File: src/rtl/crossbar_pkg.sv
// Shared types and constants for the crossbar master port.
package crossbar_pkg;

    typedef enum logic [1:0] {
        IDLE = 2'd0,
        REQ  = 2'd1,
        RESP = 2'd2
    } xbar_mport_state_t;

    localparam logic CMD_READ  = 1'b0;
    localparam logic CMD_WRITE = 1'b1;

    // Read data returned to the master when a request is aborted
    localparam logic [31:0] TIMEOUT_RDATA = 32'hDEAD_BEEF;

    localparam int DEFAULT_ADDR_W = 32;
    localparam int DEFAULT_DATA_W = 32;

endpackage

File: src/rtl/crossbar_timeout_cnt.sv
// Request-age counter: cleared on load, counts while enabled, flags the cycle
// in which the count reaches TIMEOUT.
module crossbar_timeout_cnt #(
    parameter int TIMEOUT = 255
) (
    input  logic clk,
    input  logic rst_n,
    input  logic clear_i,
    input  logic en_i,
    output logic expire_o
);

    localparam int CNT_W = $clog2(TIMEOUT + 1);
    localparam logic [CNT_W-1:0] CNT_LAST = CNT_W'(TIMEOUT - 1);

    logic [CNT_W-1:0] cnt_q, cnt_d;

    always_comb begin
        cnt_d = cnt_q;
        if (clear_i) begin
            cnt_d = '0;
        end else if (en_i) begin
            cnt_d = cnt_q + CNT_W'(1);
        end
    end

    always_ff @(posedge clk or negedge rst_n) begin
        if (!rst_n) begin
            cnt_q <= '0;
        end else begin
            cnt_q <= cnt_d;
        end
    end

    // Fires on the cycle whose increment would make the count equal TIMEOUT
    assign expire_o = en_i & (cnt_q == CNT_LAST);

endmodule

File: src/rtl/crossbar_master_port.sv
// Registered master-side port in front of a crossbar master input.
// Optional request timeout is built when CROSSBAR_MASTER_TIMEOUT_EN is defined.
module crossbar_master_port
    import crossbar_pkg::*;
#(
    parameter int ADDR_W  = DEFAULT_ADDR_W,
    parameter int DATA_W  = DEFAULT_DATA_W,
    parameter int TIMEOUT = 255
) (
    input  logic              clk,
    input  logic              rst_n,
    input  logic              req_from_master,
    input  logic [ADDR_W-1:0] addr_from_master,
    input  logic [DATA_W-1:0] wdata_from_master,
    input  logic              cmd_from_master,
    output logic              ack_to_master,
    output logic [DATA_W-1:0] rdata_to_master,
    output logic              err_to_master,
    output logic              req_to_crossbar,
    output logic [ADDR_W-1:0] addr_to_crossbar,
    output logic [DATA_W-1:0] wdata_to_crossbar,
    output logic              cmd_to_crossbar,
    input  logic              ack_from_crossbar,
    input  logic [DATA_W-1:0] rdata_from_crossbar,
    input  logic              connect_approved_from_crossbar
);

    // Handshake: a request is presented on req_to_crossbar with addr/wdata/cmd
    // frozen until a cycle where ack_from_crossbar and the grant are both 1;
    // that cycle completes it. ack_to_master is a one-cycle pulse afterwards.

    xbar_mport_state_t state_q, state_d;
    logic              req_q, req_d;
    logic [ADDR_W-1:0] addr_q, addr_d;
    logic [DATA_W-1:0] wdata_q, wdata_d;
    logic              cmd_q, cmd_d;
    logic              ack_q, ack_d;
    logic [DATA_W-1:0] rdata_q, rdata_d;
    logic              err_q, err_d;

    logic done;
    logic timeout_expire;
    logic cnt_clear;
    logic cnt_en;

    assign done      = ack_from_crossbar & connect_approved_from_crossbar;
    assign cnt_clear = (state_q == IDLE) & req_from_master;
    assign cnt_en    = (state_q == REQ) & ~done;

`ifdef CROSSBAR_MASTER_TIMEOUT_EN
    crossbar_timeout_cnt #(
        .TIMEOUT (TIMEOUT)
    ) u_timeout_cnt (
        .clk      (clk),
        .rst_n    (rst_n),
        .clear_i  (cnt_clear),
        .en_i     (cnt_en),
        .expire_o (timeout_expire)
    );
`else
    logic unused_timeout_cfg;
    assign unused_timeout_cfg = ^{cnt_clear, cnt_en, TIMEOUT};
    assign timeout_expire     = 1'b0;
`endif

    always_comb begin
        state_d = state_q;
        req_d   = req_q;
        addr_d  = addr_q;
        wdata_d = wdata_q;
        cmd_d   = cmd_q;
        ack_d   = 1'b0;
        rdata_d = rdata_q;
        err_d   = err_q;
        case (state_q)
            IDLE: begin
                if (req_from_master) begin
                    addr_d  = addr_from_master;
                    wdata_d = wdata_from_master;
                    cmd_d   = cmd_from_master;
                    req_d   = 1'b1;
                    state_d = REQ;
                end
            end
            REQ: begin
                // A real completion takes priority over a same-cycle expiry
                if (done) begin
                    req_d   = 1'b0;
                    rdata_d = (cmd_q == CMD_READ) ? rdata_from_crossbar : '0;
                    err_d   = 1'b0;
                    ack_d   = 1'b1;
                    state_d = RESP;
                end else if (timeout_expire) begin
                    req_d   = 1'b0;
                    rdata_d = DATA_W'(TIMEOUT_RDATA);
                    err_d   = 1'b1;
                    ack_d   = 1'b1;
                    state_d = RESP;
                end
            end
            RESP: begin
                state_d = IDLE;
            end
            default: begin
                state_d = IDLE;
                req_d   = 1'b0;
            end
        endcase
    end

    always_ff @(posedge clk or negedge rst_n) begin
        if (!rst_n) begin
            state_q <= IDLE;
            req_q   <= 1'b0;
            addr_q  <= '0;
            wdata_q <= '0;
            cmd_q   <= 1'b0;
            ack_q   <= 1'b0;
            rdata_q <= '0;
            err_q   <= 1'b0;
        end else begin
            state_q <= state_d;
            req_q   <= req_d;
            addr_q  <= addr_d;
            wdata_q <= wdata_d;
            cmd_q   <= cmd_d;
            ack_q   <= ack_d;
            rdata_q <= rdata_d;
            err_q   <= err_d;
        end
    end

    assign req_to_crossbar   = req_q;
    assign addr_to_crossbar  = addr_q;
    assign wdata_to_crossbar = wdata_q;
    assign cmd_to_crossbar   = cmd_q;
    assign ack_to_master     = ack_q;
    assign rdata_to_master   = rdata_q;
    assign err_to_master     = err_q;

endmodule

File: config.mk
export PLATFORM = sky130hd
export DESIGN_NAME = crossbar_master_port
export DESIGN_NICKNAME = d
export VERILOG_FILES = /design/src/rtl/crossbar_pkg.sv /design/src/rtl/crossbar_timeout_cnt.sv /design/src/rtl/crossbar_master_port.sv
export SDC_FILE = /design/constraint.sdc
export NUM_CORES = 1
export LEC_CHECK = 0
export ABC_AREA = 1
export BUFFER_PORTS_ARGS = -buffer_cell sky130_fd_sc_hd__buf_4
export CAP_MARGIN = 20
export CORE_MARGIN = 2
export CORE_UTILIZATION = 45
export CTS_BUF_LIST = sky130_fd_sc_hd__clkbuf_4
export CTS_CLUSTER_DIAMETER = 150
export CTS_CLUSTER_SIZE = 24
export DETAILED_ROUTE_END_ITERATION = 8
export HOLD_SLACK_MARGIN = 0.06
export PLACE_DENSITY = 0.85
export SLEW_MARGIN = 20
export SYNTH_ARGS = -nofsm -noshare
export SYNTH_HDL_FRONTEND = slang
export SYNTH_SLANG_ARGS = --single-unit
File: constraint.sdc
create_clock -name clk -period 2.45 [get_ports clk]
set_input_delay 0.49 -clock clk [delete_from_list [all_inputs] [get_ports clk]]
set_output_delay 0.49 -clock clk [all_outputs]
set_load 0.05 [all_outputs]
### Word level (Yosys, flattened, before mapping)

Cells that the tools add are included.

* bits in registers: 101
* word-level logic and storage cells: 27
* output and inout port bits: 100
* memories kept: 0
* bits in read-only memories: 0
* memory bits (writable): 0
* bits in latches: 0

* bitwise gates (word level): 2
* add/subtract/negate cells: 0
* reduce and logical (&&, ||, !) cells: 5
* magnitude comparators: 0
* shift operators: 0
* multiply operators: 0
* mux-type cells: 9
* divide/modulo/power cells: 0
* equal/unequal tests: 4

Operator list (number)
* 32-bit two-way mux: 1
* 2-bit AND reduction: 3
* 1-bit two-way mux: 4
* 2-bit two-way mux: 2
* 2-bit inequality test, second input constant: 2
* 2-bit case mux with 2 select lines: 1
* 1-bit case mux with 3 select lines: 1
* 3-bit AND reduction: 1
* 2-bit by 1-bit == test with 1-bit output, second input constant: 1
* 2-bit == test, second input constant: 1
* 2-bit logical NOT: 1
* 1-bit bitwise AND: 1
* 1-bit inverter: 1

### Longest topological paths before layout

Gate-level depths: netlist of the first run.

* depth after elaboration: 3
* mapped depth: 6
* depth with buffers taken out: 5

### Worst setup path after synthesis of the first run

Ideal clock, no wire load.

* kind: flip-flop to flip-flop
* start point: reg cmd_q (netlist: cmd_to_crossbar)
* end point: reg rdata_q[11] (netlist: rdata_to_master[11])
* library setup time: 119 ps
* path slack: 1028 ps
* data required time: 2331 ps
* data arrival time: 1303 ps
* cell stages (with the launch flop): 6
* cell sequence: dfrtp_1 > buf_2 > clkbuf_1 > nor2_1 > nand3_1 > nand2_1

* cells in the longest elaborated chain, start to end: 1

RTL lines
* from (decl): line crossbar_master_port.sv:36 `logic cmd_q, cmd_d;`
* from (signal assigned): line crossbar_master_port.sv:126 `cmd_q <= cmd_d;`
* 32-bit two-way mux: line crossbar_master_port.sv:89 `rdata_d = (cmd_q == CMD_READ) ? rdata_from_crossbar : '0;`
* to (signal assigned): line crossbar_master_port.sv:128 `rdata_q <= rdata_d;`
* to (decl): line crossbar_master_port.sv:38 `logic [DATA_W-1:0] rdata_q, rdata_d;`

Every way passes these cells.
A chain may end at the register's enable or synchronous reset.

### Final worst setup path of the first run

* start point: reg addr_q[7] (netlist: addr_to_crossbar[7])
* end point: out addr_to_crossbar[7]

RTL lines
* from (decl): line crossbar_master_port.sv:34 `logic [ADDR_W-1:0] addr_q, addr_d;`
* from (signal assigned): line crossbar_master_port.sv:124 `addr_q <= addr_d;`
* to (decl): line crossbar_master_port.sv:20 `output logic [ADDR_W-1:0] addr_to_crossbar,`

No word-level cell between the ends.

==> results of run 1 <==
==> layout make-up <==
| class | count | share of cell area [%] |
|---|---|---|
| flip-flops and latches | 101 | 42.0 |
| well taps | 111 | 2.31 |
| clock buffers | 9 | 1.12 |
| repair buffers | 210 | 26.7 |
| inverters | 39 | 2.43 |
| clock inverters | 6 | 2.27 |
| multi-input cells | 335 | 23.2 |
==> registers in the layout (all words and copies together), names as in the netlist <==
name and count:
wdata_to_crossbar 32, state_q 2, cmd_to_crossbar 1, req_to_crossbar 1, rdata_to_master 32, ack_to_master 1, addr_to_crossbar 32
==> metrics by stage <==
| step | std cells | util (%) | cell area (um^2) |
|---|---|---|---|
| 6_report | 811 | 65.4 | 6020 |
| 3_3_place_gp | 795 | 63.1 | 5800 |
| 4_1_cts | 811 | 65.4 | 6020 |
| 2_1_floorplan | 510 | - | 4240 |
| 3_5_place_dp | 795 | 63.1 | 5800 |
| 5_1_grt | 811 | 65.4 | 6020 |
==> timing repair <==
item	in CTS	in global routing
hold endpoints to repair	42	0
hold buffers	1	0
buffers inserted	0	0
==> per-layer routing <==
metal | track usage, % | share of wire (%)
met5 | 0 | 0
met4 | 8.42 | 2.2
met3 | 2.77 | 5.4
met2 | 36.9 | 52
met1 | 28.1 | 41
==> path summary, 6_finish.rpt <==
path / startpoint / to / slack (ns) / cells after the start
setup reg to reg: state_q[0]$_DFFE_PN0P_ / rdata_to_master[5]$_DFFE_PN0P_ / 0.96 / 7
hold / removal: wdata_from_master[7] / wdata_to_crossbar[7]$_DFFE_PN0P_ / 0.27 / 3
max in group asynchronous: rst_n / state_q[1]$_DFFE_PN0P_ / 1.19 / 3
min in group asynchronous: rst_n / wdata_to_crossbar[28]$_DFFE_PN0P_ / 0.57 / 2
setup / recovery: addr_to_crossbar[7]$_DFFE_PN0P_ / addr_to_crossbar[7] / 0.90 / 1
hold reg to reg: wdata_to_crossbar[18]$_DFFE_PN0P_ / wdata_to_crossbar[18]$_DFFE_PN0P_ / 0.49 / 2
==> synthesized netlist by cell type <==
| master | n |
|---|---|
| dfrtp_1 | 101 |
| buf_2 | 18 |
| inv_2 | 1 |
| nand3_1 | 97 |
| inv_1 | 38 |
| nor2_1 | 32 |
| nor2_4 | 1 |
| clkbuf_1 | 7 |
| buf_1 | 5 |
| nand2_1 | 203 |
| buf_4 | 5 |
| nor2_2 | 1 |
| conb_1 | 1 |
==> power groups by stage <==
stage               Sequential (W)  Clock, W  Combinational [W]
global route               0.00293   0.00125            0.00575
floorplan                  0.00537         0            0.00119
CTS                        0.00284   0.00118            0.00545
global placement           0.00285         0            0.00535
finish                     0.00284   0.00115            0.00541
detailed placement         0.00286         0            0.00546
==> kinds of logic (layout without fill, tap and decap cells) <==
family | count (synthesis) | count (layout) | synth area share, %
flops | 101 | 101 | 59.7
buf+inv | 74 | 264 | 7.53
simple gates | 334 | 334 | 32.7
other cells | 1 | 1 | 0.0885
==> impl_metrics.toml, run 1 <==
[worst_setup_path]
startpoint_type = "flip-flop"
required_ns = 1.96
critical_path_buf_inv_count = 1
critical_path.top_delay_family = "flip-flops"
path_max_fanout = 2
end_kind = "output pin"
critPathMaxStageDelay_ns = 0.43
critical_path_arrival_ns = 1.06
crit_type = "reg2out"
crit_chain = "buf_4"
critPathSlowestCell = "dfrtp_1"

[outcome]
status = "completed"

[die]
core_area_um2 = 9200
fp.dieH_um = 101
die_w_um = 101
die-area_um2 = 10200
start_util_pct = 46.1
num_rows = 35
ioPinCount = 202

[cts]
clk_root_buffer_cell = "clkbuf_4"
cts_buffer_depth = 2
numCtsBuffers = 9
ctsResizeCount = 0
htreeDepth = 3
cts.reportedPaths.clkPinSlew_ns = 0.16
cts_tree = "yes"
clkSinkCount = 101
clk_latency_ns = 0.43

[yosys]
yosys.area.top_type_share_pct = 59.7
synth_cell_types = 13
syn-instance-count = 510
yosysTopAreaCell = "dfrtp_1"
ys_seq_area_share_pct = 59.7
syn_area_um2 = 4240
synth_area_leaders = "dfrtp_1 (60%), nand2_1 (18%), nand3_1 (11%)"
synth-seq-cells = 101
synth_nets = 612
syn_area_per_cell_um2 = 8.30
ys_warn_count = 0

[sta]
setup_viol = 0
worst_pin_slew_ns = 0.631
finalCritPeriodShare_pct = 63.2
finalWorstSetupSlack_ns = 0.902
hold_slack_ns = 0.272
slew_violations = 0
finalClockSkew_ns = 0.0287
max_freq_mhz = 646
rsz0062_at_grt = "no"
tns_ns = 0
final_hold_viol_count = 0
period_needed_ns = 1.55
slew_headroom_pct = 57.9

[finish]
final_nets = 798
layout_common_cells = "buf_4 (207), nand2_1 (202), dfrtp_1 (101)"
drive_gt1_share_pct = 32.6
seq_area_um2 = 2530
syn_to_final_growth_pct = 42.1
multi_input_area_um2 = 1400
fillers = 774
final_common_cell = "buf_4"
antennaDiodeCount = 0

[drt]
drtIter0Drc = 187
drt_wl_total_um = 11200
viasPerCell = 4.90
wl_per_cell_um = 13.8
vias = 3970
postRouteAntennaNets = 0
first_pass_iters = 5
route.detailed.drc = 0

[pwr]
vdd_drop_max_mv = 0.968
pwr_density_cell_nw_per_um2 = 1560
seqPwrFrac_pct = 30.2
p_leak_nw = 3.54
combPwrFrac_pct = 57.5
pwr-share-clk_pct = 12.3
finalPower_w = 0.00941
switchingPower_w = 0.00491
p_sw_share_pct = 52.2
internal_power_w = 0.00449

[global_routing]
grt_max_degree = 66
grt_usage_pct = 21.6
grt_pass1_vias = 3634
overflow = 0
grt_pass1_wl_um = 17500
antenna_found_initial = 0

[placed_design]
port_buffers = 200
globalplace.congestion = 0.760
pre_cts_ws_ns = 0.940
place_hpwl_um = 8040

[min_path]
hold_path_class = "in2reg"

[flow_run]
maxCapViolations = 0
Power figures use the tool's default switching activity.
==> run 2, diff against run 1 <==
--- a/config.mk
+++ b/config.mk
@@ -9,7 +9,7 @@
 export BUFFER_PORTS_ARGS = -buffer_cell sky130_fd_sc_hd__buf_4
 export CAP_MARGIN = 20
 export CORE_MARGIN = 2
-export CORE_UTILIZATION = 45
+export CORE_UTILIZATION = 43
 export CTS_BUF_LIST = sky130_fd_sc_hd__clkbuf_4
 export CTS_CLUSTER_DIAMETER = 150
 export CTS_CLUSTER_SIZE = 24
==> constraint.sdc (replaced) <==
create_clock -name clk -period 1.4 [get_ports clk]
set_input_delay 0.28 -clock clk [delete_from_list [all_inputs] [get_ports clk]]
set_output_delay 0.28 -clock clk [all_outputs]
set_load 0.05 [all_outputs]
==> run 2 against run 1 <==
Combinational power grew 80%. Die area increased by 4.5%. Critical path depth unchanged. First-iteration DRC count fell by 1.6%. Total power rose by 71%. Sequential share of layout area down 1.8 points. Design area rose by 4.5%. Clock power rose by 15%. Count of clock-buffer cells in the layout is 1 higher. Via count rose by 3.5%. Clock skew decreased by 0.0025 ns. Wire length rose by 6.9%. Highest routed layer unchanged.
==> impl_metrics.toml, run 2 (synthesized netlist as in run 1, its figures left out) <==
[die]
core_area_um2 = 9680
start_util_pct = 43.7
die-area_um2 = 10700
die_w_um = 103
ioPinCount = 202
num_rows = 36
fp.dieH_um = 103

[drt]
postRouteAntennaNets = 0
first_pass_iters = 4
drt_wl_total_um = 12000
vias = 4107
route.detailed.drc = 0
viasPerCell = 4.76
wl_per_cell_um = 13.9
drtIter0Drc = 184

[sta]
period_needed_ns = 1.35
worst_pin_slew_ns = 0.533
finalCritPeriodShare_pct = 96.3
slew_violations = 0
slew_headroom_pct = 64.5
rsz0062_at_grt = "no"
finalWorstSetupSlack_ns = 0.0518
final_hold_viol_count = 0
finalClockSkew_ns = 0.0263
setup_viol = 0
hold_slack_ns = 0.0841
max_freq_mhz = 742
tns_ns = 0

[finish]
final_nets = 826
syn_to_final_growth_pct = 48.4
layout_common_cells = "buf_4 (204), nand2_1 (202), dfrtp_1 (100)"
final_common_cell = "buf_4"
fillers = 808
drive_gt1_share_pct = 31.4
final_util_pct = 64.9

[global_routing]
use_met1_pct = 26.2
grt_max_degree = 98
antenna_found_initial = 1
grt_pass1_vias = 4032
grt-busiest-layer = "met2"
grt_pass1_wl_um = 18000
use_met2_pct = 36.9
grt_usage_pct = 21.5
overflow = 0
globalRouteMet3Util_pct = 3.56

[placed_design]
port_buffers = 200
place_hpwl_um = 8210
globalplace.congestion = 0.795
pre_cts_ws_ns = 0.210

[cts]
htreeDepth = 3
hold_buffers = 28
cts_tree = "yes"
postCtsSetupRepairBufs = 0
numCtsBuffers = 9
clkSinkCount = 101
ctsResizeCount = 0
clk_root_buffer_cell = "clkbuf_4"
cts.reportedPaths.clkPinSlew_ns = 0.15
cts_buffer_depth = 2
clk_latency_ns = 0.43

[worst_setup_path]
required_ns = 1.12
crit_type = "reg2out"
crit_chain = "buf_4"
startpoint_type = "flip-flop"
end_kind = "output pin"
critical_path_buf_inv_count = 1
critical_path_arrival_ns = 1.07
path_max_fanout = 3
critPathSlowestCell = "dfrtp_2"
critical_path.top_delay_family = "flip-flops"
critPathMaxStageDelay_ns = 0.46

[pwr]
pwr_density_cell_nw_per_um2 = 2550
vdd_drop_max_mv = 1.68
p_leak_nw = 3.64
finalPower_w = 0.0161

[flow_run]
maxCapViolations = 0

[min_path]
hold_path_class = "in2reg"

[outcome]
status = "completed"
[run 2: changes by cell type in the layout (fill, tap and decap cells not counted), sizes merged]
cell / change
clkinv: +4
dlygate4sd3: +27
buf: +1
diode: +1
clkinvlp: -1
bufinv: -4
clkbuf: +1
inv: +1
[run 2: through the flow]
step / std cells / cell area, um^2
floorplan: 510 / 4240
global route: 863 / 6290
finish: 863 / 6290
detailed placement: 818 / 5890
CTS: 862 / 6280
global placement: 818 / 5890
[run 2: cell type report]
| cell class | count | area [um^2] | share of cell area, % |
|---|---|---|---|
| Sequential cell | 101 | 2530 | 40.2 |
| Timing Repair Buffer | 238 | 1930 | 30.7 |
| Multi-Input combinational cell | 335 | 1400 | 22.2 |
| Tap cell | 133 | 166 | 2.65 |
| Inverter | 39 | 146 | 2.33 |
| Clock buffer | 10 | 75.1 | 1.19 |
| Clock inverter | 6 | 38.8 | 0.617 |
| Antenna cell | 1 | 2.50 | 0.0398 |
[run 2: power by group]
part	switching [W]	leakage [nW]	total, W	internal, W
clock	0.000930	0.0658	0.00132	0.000386
sequential	0.000804	1.26	0.00500	0.00420
combinational	0.00695	2.31	0.00974	0.00279
[run 2: worst paths after layout]
kind	from	endpoint	slack, ns	cells past startpoint
hold / removal	addr_from_master[7]	addr_to_crossbar[7]$_DFFE_PN0P_	0.08	3
hold reg to reg	wdata_to_crossbar[25]$_DFFE_PN0P_	wdata_to_crossbar[25]$_DFFE_PN0P_	0.49	2
min in group asynchronous	rst_n	rdata_to_master[28]$_DFFE_PN0P_	0.18	2
max in group asynchronous	rst_n	cmd_to_crossbar$_DFFE_PN0P_	0.49	3
setup reg to reg	state_q[1]$_DFFE_PN0P_	addr_to_crossbar[11]$_DFFE_PN0P_	0.20	4
setup / recovery	cmd_to_crossbar$_DFFE_PN0P_	cmd_to_crossbar	0.05	1
[run 2: metal layers]
metal  share of wire (%)  routed length (um)
met4                 3.2                 378
met5                   0                   0
met1                  41                4850
met3                 5.6                 673
met2                  51                6050
